`config.mk`:
```
export PLATFORM = sky130hd
export DESIGN_NAME = serial_alu32_flat
export DESIGN_NICKNAME = d
export VERILOG_FILES = /design/src/rtl/serial_alu32_if.sv /design/src/rtl/serial_alu32.sv /design/src/flat_wrapper.sv
export SDC_FILE = /design/constraint.sdc
export NUM_CORES = 1
export LEC_CHECK = 0
export ABC_AREA = 1
export BUFFER_PORTS_ARGS = -buffer_cell sky130_fd_sc_hd__buf_2
export CAP_MARGIN = 15
export CORE_MARGIN = 1
export CORE_UTILIZATION = 58
export DETAILED_ROUTE_END_ITERATION = 12
export PLACE_DENSITY = 0.84
export RECOVER_POWER = 50
export SLEW_MARGIN = 25
export SYNTH_ARGS = -nofsm -noshare
export SYNTH_HDL_FRONTEND = slang
export SYNTH_SLANG_ARGS = --single-unit
```
`constraint.sdc`:
```
create_clock -name clk -period 5.4 [get_ports clk]
set_clock_uncertainty 0.1 [all_clocks]
set_input_delay 0.27 -clock clk [delete_from_list [all_inputs] [get_ports clk]]
set_output_delay 0.27 -clock clk [all_outputs]
set_load 0.05 [all_outputs]
```
`src/rtl/serial_alu32_if.sv`:
```
// serial_alu32_if: start/busy/done handshake and operand/result bus of the serial ALU
interface serial_alu32_if #(parameter int W = 32);
  logic         start;
  logic [W-1:0] a;
  logic [W-1:0] b;
  logic [2:0]   op;
  logic         busy;
  logic         done;
  logic [W-1:0] result;
  logic         cout;
  logic         v;
  logic         zero;
  modport master (output start, a, b, op, input busy, done, result, cout, v, zero);
  modport slave (input start, a, b, op, output busy, done, result, cout, v, zero);
endinterface

```
`src/rtl/serial_alu32.sv`:
```
// serial_alu32: bit-serial MIPS ALU, one operand bit per clock LSB first, start/busy/done handshake
module serial_alu32 #(
  parameter int W = 32
) (
  input logic           clk,
  input logic           rst,
  serial_alu32_if.slave bus
);
  localparam int CW = $clog2(W);
  typedef enum logic [1:0] {IDLE, RUN, DONE} state_t;
  state_t        state_q;
  logic [W-1:0]  a_q, b_q, acc_q, result_q;
  logic [2:0]    op_q;
  logic [CW-1:0] cnt_q;
  logic          c_q, busy_q, done_q, cout_q, v_q, zero_q;
  logic          inv, arith, bi, sum, c_d, r_bit, ovf, set, last;
  logic [W-1:0]  acc_d, result_d;
  always_comb begin
    inv      = op_q[2] & op_q[1];
    arith    = (op_q == 3'b010) | inv;
    bi       = b_q[0] ^ inv;
    sum      = a_q[0] ^ bi ^ c_q;
    c_d      = (a_q[0] & bi) | (a_q[0] & c_q) | (bi & c_q);
    r_bit    = op_q == 3'b000 ? a_q[0] & b_q[0] :
               op_q == 3'b001 ? a_q[0] | b_q[0] :
               arith ? sum : 1'b0;
    acc_d    = {r_bit, acc_q[W-1:1]};
    ovf      = c_q ^ c_d;
    set      = sum ^ ovf;
    result_d = op_q == 3'b111 ? {{(W-1){1'b0}}, set} : acc_d;
    last     = cnt_q == CW'(W - 1);
  end
  // Partial sums live in acc_q; result_q only changes on the MSB step.
  always_ff @(posedge clk) begin
    if (rst) begin
      state_q  <= IDLE;
      a_q      <= '0;
      b_q      <= '0;
      acc_q    <= '0;
      op_q     <= '0;
      cnt_q    <= '0;
      c_q      <= 1'b0;
      busy_q   <= 1'b0;
      done_q   <= 1'b0;
      result_q <= '0;
      cout_q   <= 1'b0;
      v_q      <= 1'b0;
      zero_q   <= 1'b1;
    end else begin
      case (state_q)
        IDLE, DONE: begin
          done_q <= 1'b0;
          if (bus.start) begin
            a_q     <= bus.a;
            b_q     <= bus.b;
            op_q    <= bus.op;
            c_q     <= bus.op[2] & bus.op[1];
            cnt_q   <= '0;
            acc_q   <= '0;
            busy_q  <= 1'b1;
            state_q <= RUN;
          end else begin
            state_q <= IDLE;
          end
        end
        RUN: begin
          a_q   <= a_q >> 1;
          b_q   <= b_q >> 1;
          c_q   <= c_d;
          acc_q <= acc_d;
          cnt_q <= cnt_q + CW'(1);
          if (last) begin
            state_q  <= DONE;
            busy_q   <= 1'b0;
            done_q   <= 1'b1;
            result_q <= result_d;
            cout_q   <= arith & ~op_q[0] ? c_d : 1'b0;
            v_q      <= arith & ~op_q[0] ? ovf : 1'b0;
            zero_q   <= result_d == '0;
          end
        end
        default: state_q <= IDLE;
      endcase
    end
  end
  assign bus.busy   = busy_q;
  assign bus.done   = done_q;
  assign bus.result = result_q;
  assign bus.cout   = cout_q;
  assign bus.v      = v_q;
  assign bus.zero   = zero_q;
endmodule

```
`src/flat_wrapper.sv`:
```
// flat-port wrapper written by rule: the top's interface ports become plain ports
module serial_alu32_flat 
#(
  parameter int W = 32
)
  (clk, rst, bus_start, bus_a, bus_b, bus_op, bus_busy, bus_done, bus_result, bus_cout, bus_v, bus_zero);
  serial_alu32_if #(.W(W)) bus_i ();
  input logic clk;
  input logic rst;
  input wire logic [$bits(bus_i.start)-1:0] bus_start;
  input wire logic [$bits(bus_i.a)-1:0] bus_a;
  input wire logic [$bits(bus_i.b)-1:0] bus_b;
  input wire logic [$bits(bus_i.op)-1:0] bus_op;
  output wire logic [$bits(bus_i.busy)-1:0] bus_busy;
  output wire logic [$bits(bus_i.done)-1:0] bus_done;
  output wire logic [$bits(bus_i.result)-1:0] bus_result;
  output wire logic [$bits(bus_i.cout)-1:0] bus_cout;
  output wire logic [$bits(bus_i.v)-1:0] bus_v;
  output wire logic [$bits(bus_i.zero)-1:0] bus_zero;
  assign bus_i.start = bus_start;
  assign bus_i.a = bus_a;
  assign bus_i.b = bus_b;
  assign bus_i.op = bus_op;
  assign bus_busy = bus_i.busy;
  assign bus_done = bus_i.done;
  assign bus_result = bus_i.result;
  assign bus_cout = bus_i.cout;
  assign bus_v = bus_i.v;
  assign bus_zero = bus_i.zero;
  serial_alu32 #(.W(W)) u_core (.clk(clk), .rst(rst), .bus(bus_i));
endmodule
```
==> reports/qor_table.md, run 1 <==
| Item | Value | Unit |
|---|---|---|
| Measured slew at the worst slew-check pin | 2.14 | ns |
| Total of cells resized after clock tree synthesis | 0 | - |
| Combined buffer and inverter count along the critical path | 3 | - |
| Wirelength per Cell | 14.4 | um |
| DIE HEIGHT | 101 | um |
| Number of optimization iterations in the first detailed-route pass | 5 | - |
| Initial antenna violation count | 1 | - |
| # Max-Cap Violations | 1 | - |
| Number of rows created at floorplan | 35 | - |
| Layout-stage area growth over the synthesis result | 28.3 | % |
| Worst hold-check path type | primary input to flop | - |
| Number of levels the H-tree was split into | 4 | - |
| Count of flip-flops with a built-in enable after synthesis | 0 | - |
| Final Critical Period | 3.60 | ns |
| Sum of net half-perimeters after detailed placement | 7600 | um |
| Worst-case hold slack | 0.276 | ns |
| Slowest cell on crit path | clkinvlp_2 | - |
| Endpoint of the lowest-slack register-to-register path | u_core.c_q$_SDFFE_PP0P_ | - |
| Clock Tree Buf Depth | 2 | - |
| Number of standard cells after synthesis | 756 | - |
| Total congestion overflow after global routing | 0 | - |
| Total power per unit cell area | 331 | mW/mm2 |
| Worst R2R Setup Slack | 1.80 | ns |
| Worst Setup SP | u_core.state_q[0]$_SDFFE_PP0N_ | - |
| Area of the die | 0.0102 | mm2 |
| Drt via density | 5.53 | - |
| Most instantiated library cell after synthesis | nand2_1 | - |
| Library cell used as clock root buffer | clkbuf_8 | - |
| Number of warning messages in the yosys log | 0 | - |
| DRT antenna net count | 0 | - |
| Critical path data required time | 5.70 | ns |
| Sequential-to-total area share from yosys stat | 0.503 | - |
| Leakage power total | 2.82 | nW |
| Family with the most delay on the worst path | buffers and inverters | - |
| Count of endpoints failing hold in the final timing report | 0 | - |
| Arrival time of the worst setup path | 3.89 | ns |
| Mapped Nets | 830 | - |
| Number of buffers created by CTS | 17 | - |
| Setup repair after global routing missed its margin | no | - |
| Violations in the final reports | max-capacitance violations, max-slew violations | - |
| Type of destination of the critical path | flop | - |
| Post-synthesis cell type with the largest combined area | dfxtp_1 | - |
| Placer congestion estimate | 0.780 | - |
| Yosys top cell area share | 0.503 | - |
| Total of flip-flops plus latches after synthesis | 143 | - |
| # DRC | 0 | - |
| R2R depth | 7 | - |
| Number of global-route vias before repair | 5363 | - |
| Nature of the critical path startpoint | flop | - |
| Most area-consuming cells after synthesis | dfxtp_1 (50%), nand2_1 (19%), a31oi_1 (6.8%), a21oi_1 (6.6%), o21ai_0 (4.1%) | - |
| Slew Viols, Final | 66 | - |
| First-iteration detailed-routing DRC count | 478 | - |
| Synth async-reset ratio | 0 | - |
| Setup TNS after final layout | 0 | ns |
| Design area | 0.00730 | mm2 |
| List of most frequent post-synthesis cells | nand2_1 (285), dfxtp_1 (143), a21oi_1 (75) | - |
| Clock tree from TritonCTS | yes | - |
| Global-route usage over all layers | 0.298 | - |
| Critical Setup Path Class | flop to flop | - |
| Clock slew at reported path FFs | 0.06 | ns |
| Count of input and output buffers | 106 | - |
| Wire length of the first global-routing pass | 24100 | um |
| Width of the chip | 101 | um |
| Clock Sinks | 143 | - |
| Critical Path, Cell by Cell | inv_1, nand2_1, clkinvlp_2, nand3_1, o221ai_1, nand2_1, inv_1 | - |
| Mean cell area of the mapped netlist | 7.53 | um2 |
| Starting density of the core | 0.607 | - |
| Number of ports placed on the die boundary | 107 | - |
| Number of gates on the worst path with buffers counted | 7 | - |
| Maximum single-stage delay on the critical path | 1.76 | ns |
| Leading register cell type out of synthesis | dfxtp_1 | - |
| Post-place instance area | 0.00612 | mm2 |
| VDD IR max | 0.000209 | V |
| Post-layout utilization of the core | 0.779 | - |
| Outcome | finished with violations | - |
| Finish-stage setup viols | 0 | - |
| Post-route fraction of the period consumed by the critical path | 0.666 | - |
| Endpoint of the worst setup timing path | u_core.c_q$_SDFFE_PP0P_ | - |
| Count of different cell masters after synthesis | 30 | - |
| Clock insertion delay at the later pin of the skew report | 0.51 | ns |
| Nets | 971 | - |
| Core outline area | 0.00937 | mm2 |
| Fraction of layout cells with a size suffix above 1 | 0.122 | - |
| Worst max-slew margin expressed relative to the limit | -0.433 | - |
| Mapped Area | 0.00569 | mm2 |
| Vias post-DR | 5746 | - |
| Fmax | 278 | MHz |
| Total wirelength of the detailed-routed design | 15000 | um |
| Beginning of the worst register-to-register path | u_core.state_q[0]$_SDFFE_PP0N_ | - |
| Pin count of the biggest net entering global routing | 107 | - |
| Worst-path maximum fanout | 65 | - |
## through the flow
stage / worst slack, ns / std cells / total power, mW
after floorplan: 3.41 / 756 / 1.27
after global placement: 2.74 / 940 / 1.30
after detailed placement: 2.61 / 940 / 1.31
after CTS: 2.56 / 1039 / 2.42
after global routing: 1.46 / 1040 / 2.50
final: 1.80 / 1040 / 2.42
## power breakdown
part | switching, mW | internal [mW] | leakage (nW)
Clock | 0.485 | 0.593 | 0.260
Sequential | 0.0256 | 1.09 | 1.16
Combinational | 0.127 | 0.0920 | 1.40
## how the worst min path moves through the flow
stage	start	endpoint	slack [ns]	cells after the start
6_report	bus_start	u_core.op_q[2]$_SDFFE_PP0P_	0.28	3
5_1_grt	bus_start	u_core.op_q[2]$_SDFFE_PP0P_	0.29	3
4_1_cts	bus_start	u_core.op_q[0]$_SDFFE_PP0P_	0.23	3
3_5_place_dp	u_core.b_q[31]$_SDFFE_PP0P_	u_core.b_q[31]$_SDFFE_PP0P_	0.36	2
3_3_place_gp	u_core.b_q[31]$_SDFFE_PP0P_	u_core.b_q[31]$_SDFFE_PP0P_	0.35	2
2_1_floorplan	bus_a[31]	u_core.a_q[31]$_SDFFE_PP0P_	0.32	2
## tightest hold or removal path: cells and delay by family
family | cells | cell delay, ns
AOI/OAI and AO/OA | 1 | 0.12
buffers and inverters | 1 | 0.11
and+or+nand+nor | 1 | 0.33
## final cells by class
| type | instances | area [um2] |
|---|---|---|
| Tap cell | 129 | 161 |
| Clock buffer | 18 | 428 |
| Clock inverter | 14 | 123 |
| Multi-Input combinational cell | 536 | 2450 |
| Sequential cell | 143 | 2860 |
| Antenna cell | 1 | 2.50 |
| Inverter | 22 | 83.8 |
| Fill cell | 627 | 2070 |
| Timing Repair Buffer | 177 | 1190 |
## placed cells by master, fill, tap and decap left out, drive strengths merged, types with 3 or more instances in the layout
master       count
buf             72
dfxtp          143
clkinv           3
o21ai           51
inv             28
a31oi           62
a21oi           75
clkbuf          56
nand3            7
nor2            41
nand2          286
dlygate4sd3     67
clkinvlp         5
## routing by layer
layer / GRT usage / routed length [um] / vias up
met5: 0 / 0 / -
met4: 0.124 / 376 / 0
met3: 0.0499 / 921 / 49
met2: 0.521 / 7410 / 272
met1: 0.361 / 6250 / 2640
li1: - / - / 2785
## cells by family (layout without fill, tap and decap cells)
kind of cell / Yosys count / in the layout / share of synthesized area
fa+ha+maj: 4 / 4 / 0.0114
compound gates: 194 / 194 / 0.190
flops: 143 / 143 / 0.503
simple gates: 337 / 337 / 0.228
xor+xnor: 1 / 1 / 0.00154
other cells: 0 / 1 / 0
buf+inv: 77 / 231 / 0.0659
## timing repair
item | CTS | global route
endpoints found under the setup margin | 0 | 0
endpoints found under the hold margin | 67 | 0
buffers inserted | 0 | 0
hold buffers | 67 | 0
## state kept, by name (all words and copies together) (netlist names), 2 cells and up
name	count
u_core.a_q	32
u_core.b_q	32
u_core.bus.result	32
u_core.acc_q	31
u_core.cnt_q	5
u_core.op_q	3
u_core.state_q	2
Power figures use the tool's default switching activity.
==> run 2: changes to the inputs <==
Settings changed: CORE_UTILIZATION 58 to 50, PLACE_DENSITY 0.84 to 0.77.
Clock period 5.4 ns to 2.95 ns, I/O delays scaled along.
==> reports/qor_table.md, run 2 (synthesis gave the netlist of run 1 again) <==
| Item | Value | Unit | Delta |
|---|---|---|---|
| Beginning of the worst hold path | rst | - | was bus_start |
| Wirelength per Cell | 13.9 | um | was 14.4 um |
| Post-placement setup slack | 0.825 | ns | was 2.61 ns |
| First-iteration detailed-routing DRC count | 475 | - | was 478 |
| Initial antenna violation count | 0 | - | was 1 |
| Placer congestion estimate | 0.791 | - | was 0.780 |
| Clock Tree Buf Depth | 2 | - | unchanged |
| Worst hold-check path type | primary input to flop | - | unchanged |
| Library cell used as clock root buffer | clkbuf_16 | - | was clkbuf_8 |
| Width of the chip | 109 | um | was 101 um |
| Beginning of the worst register-to-register path | u_core.cnt_q[0]$_SDFFE_PP0P_ | - | was u_core.state_q[0]$_SDFFE_PP0N_ |
| Post-route fraction of the period consumed by the critical path | 0.784 | - | was 0.666 |
| Layout-stage area growth over the synthesis result | 31.4 | % | was 28.3% |
| Critical path data required time | 3.20 | ns | was 5.70 ns |
| Setup TNS after final layout | 0 | ns | unchanged |
| Total congestion overflow after global routing | 0 | - | unchanged |
| DRT antenna net count | 0 | - | unchanged |
| Number of ports placed on the die boundary | 107 | - | unchanged |
| Nature of the critical path startpoint | flop | - | unchanged |
| Slew Viols, Final | 0 | - | was 66 |
| Fraction of layout cells with a size suffix above 1 | 0.125 | - | was 0.122 |
| Diode insertion count for antenna repair | 0 | - | was 1 |
| Slowest cell on crit path | clkbuf_2 | - | was clkinvlp_2 |
| Number of levels the H-tree was split into | 4 | - | unchanged |
| Area of the die | 0.0118 | mm2 | was 0.0102 mm2 |
| Clock slew at reported path FFs | 0.06 | ns | about the same |
| Nets | 975 | - | was 971 |
| Worst max-slew margin expressed relative to the limit | 0.196 | - | was -0.433 |
| Vias post-DR | 5600 | - | was 5746 |
| Starting density of the core | 0.518 | - | was 0.607 |
| # Max-Cap Violations | 0 | - | was 1 |
| Clock Sinks | 143 | - | unchanged |
| Wire length of the first global-routing pass | 23900 | um | was 24100 um |
| Number of rows created at floorplan | 38 | - | was 35 |
| Instance count along the most critical hold path | 2 | - | was 3 |
| Critical Setup Path Class | flop to flop | - | unchanged |
| Final Critical Period | 2.31 | ns | was 3.60 ns |
| Most common library cell in the layout ignoring fill and taps | nand2_1 | - | unchanged |
| Maximum single-stage delay on the critical path | 0.57 | ns | was 1.76 ns |
| Pin count of the biggest net entering global routing | 65 | - | was 107 |
| Outcome | completed | - | was finished with violations |
| Worst Setup SP | u_core.cnt_q[0]$_SDFFE_PP0P_ | - | was u_core.state_q[0]$_SDFFE_PP0N_ |
| Type of destination of the critical path | flop | - | unchanged |
| Global-route usage over all layers | 0.253 | - | was 0.298 |
| # DRC | 0 | - | unchanged |
| Measured slew at the worst slew-check pin | 1.21 | ns | was 2.14 ns |
| Most Frequent Cell on Critical Path | nor2_1 | - |  |
| Finish-stage setup viols | 0 | - | unchanged |
| Clock tree from TritonCTS | yes | - | unchanged |
| DIE HEIGHT | 109 | um | was 101 um |
| Worst R2R Setup Slack | 0.64 | ns | was 1.80 ns |
| Post-cts hold buffer count | 67 | - | unchanged |
| Number of setup buffers added after CTS | 0 | - | unchanged |
| Number of optimization iterations in the first detailed-route pass | 5 | - | unchanged |
| Number of buffers created by CTS | 17 | - | unchanged |
| Fmax | 432 | MHz | was 278 MHz |
| Family with the most delay on the worst path | simple AND/OR/NAND/NOR gates | - | was buffers and inverters |
| Number of gates on the worst path with buffers counted | 13 | - | was 7 |
| Combined buffer and inverter count along the critical path | 3 | - | unchanged |
| R2R depth | 13 | - | was 7 |
| Leakage power total | 2.93 | nW | was 2.82 nW |
| Post-layout utilization of the core | 0.681 | - | was 0.779 |
| Sum of net half-perimeters after detailed placement | 7680 | um | was 7600 um |
| Arrival time of the worst setup path | 2.56 | ns | was 3.89 ns |
| Number of global-route vias before repair | 5271 | - | was 5363 |
| Final worst slack | 0.636 | ns | was 1.80 ns |
| VDD IR max | 0.000413 | V | was 0.000209 V |
| Count of input and output buffers | 106 | - | unchanged |
| Worst-path maximum fanout | 38 | - | was 65 |
| Leading cell types in the layout, fill and taps excluded | nand2_1 (285), dfxtp_1 (143), a21oi_1 (75) | - | unchanged |
| Total Power | 4.85 | mW | was 2.42 mW |
| Total power per unit cell area | 649 | mW/mm2 | was 331 mW/mm2 |
| Critical Path, Cell by Cell | ha_1, inv_1, nor2_1, ha_1, inv_1, nor2_1, clkbuf_2, nand3_1, nor2_1, nand2_1, nor2_1, nand2_1, nand2_1 | - | was inv_1, nand2_1, clkinvlp_2, nand3_1, o221ai_1, nand2_1, inv_1 |
| Total wirelength of the detailed-routed design | 14600 | um | was 15000 um |
| Clock insertion delay at the later pin of the skew report | 0.40 | ns | was 0.51 ns |
| Core outline area | 0.0110 | mm2 | was 0.00937 mm2 |
| Total of cells resized after clock tree synthesis | 0 | - | unchanged |
| Count of endpoints failing hold in the final timing report | 0 | - | unchanged |
| Setup repair after global routing missed its margin | no | - | unchanged |
| Drt via density | 5.31 | - | was 5.53 |
-- run 2: area by class of cell --
class / count / area (um2)
Inverter: 22 / 82.6
Clock inverter: 14 / 226
Fill cell: 866 / 3500
Clock buffer: 18 / 439
Sequential cell: 143 / 2860
Tap cell: 140 / 175
Timing Repair Buffer: 181 / 1250
Multi-Input combinational cell: 536 / 2440
-- run 2: report_power, final --
group | switching (mW) | internal, mW
Sequential | 0.0442 | 2.00
Combinational | 0.235 | 0.179
Clock | 0.851 | 1.54
Total | 1.13 | 3.72
-- run 2: final timing paths --
kind / endpoint
setup reg to reg: u_core.bus.zero$_SDFFE_PP1P_
setup / recovery: u_core.bus.zero$_SDFFE_PP1P_
hold / removal: u_core.a_q[25]$_SDFFE_PP0P_
hold reg to reg: u_core.bus.done$_SDFFE_PP0P_
-- run 2: through the flow --
| step | hold slack, ns | std cells | instance area (um2) |
|---|---|---|---|
| 2_1_floorplan | 0.195 | 756 | 5690 |
| 3_3_place_gp | 0.307 | 955 | 6200 |
| 3_5_place_dp | 0.305 | 955 | 6200 |
| 4_1_cts | 0.0977 | 1054 | 7540 |
| 5_1_grt | 0.128 | 1054 | 7480 |
| 6_report | 0.124 | 1054 | 7480 |
-- run 2: worst reg2reg max path, cell delays in order, from the launching register on --
cell and delay, ns:
dfxtp_1 0.36, ha_1 0.16, inv_1 0.06, nor2_1 0.13, ha_1 0.18, inv_1 0.05
nor2_1 0.14, clkbuf_2 0.57, nand3_1 0.18, nor2_1 0.11, nand2_1 0.05, nor2_1 0.08
nand2_1 0.05, nand2_1 0.05
-- run 2: routing by layer --
| layer | GRT usage | part of all wire | vias to the layer above |
|---|---|---|---|
| met5 | 0 | 0 | - |
| met4 | 0.0792 | 0.010 | 0 |
| met3 | 0.0448 | 0.055 | 16 |
| met2 | 0.432 | 0.49 | 212 |
| met1 | 0.325 | 0.44 | 2581 |
| li1 | - | - | 2791 |
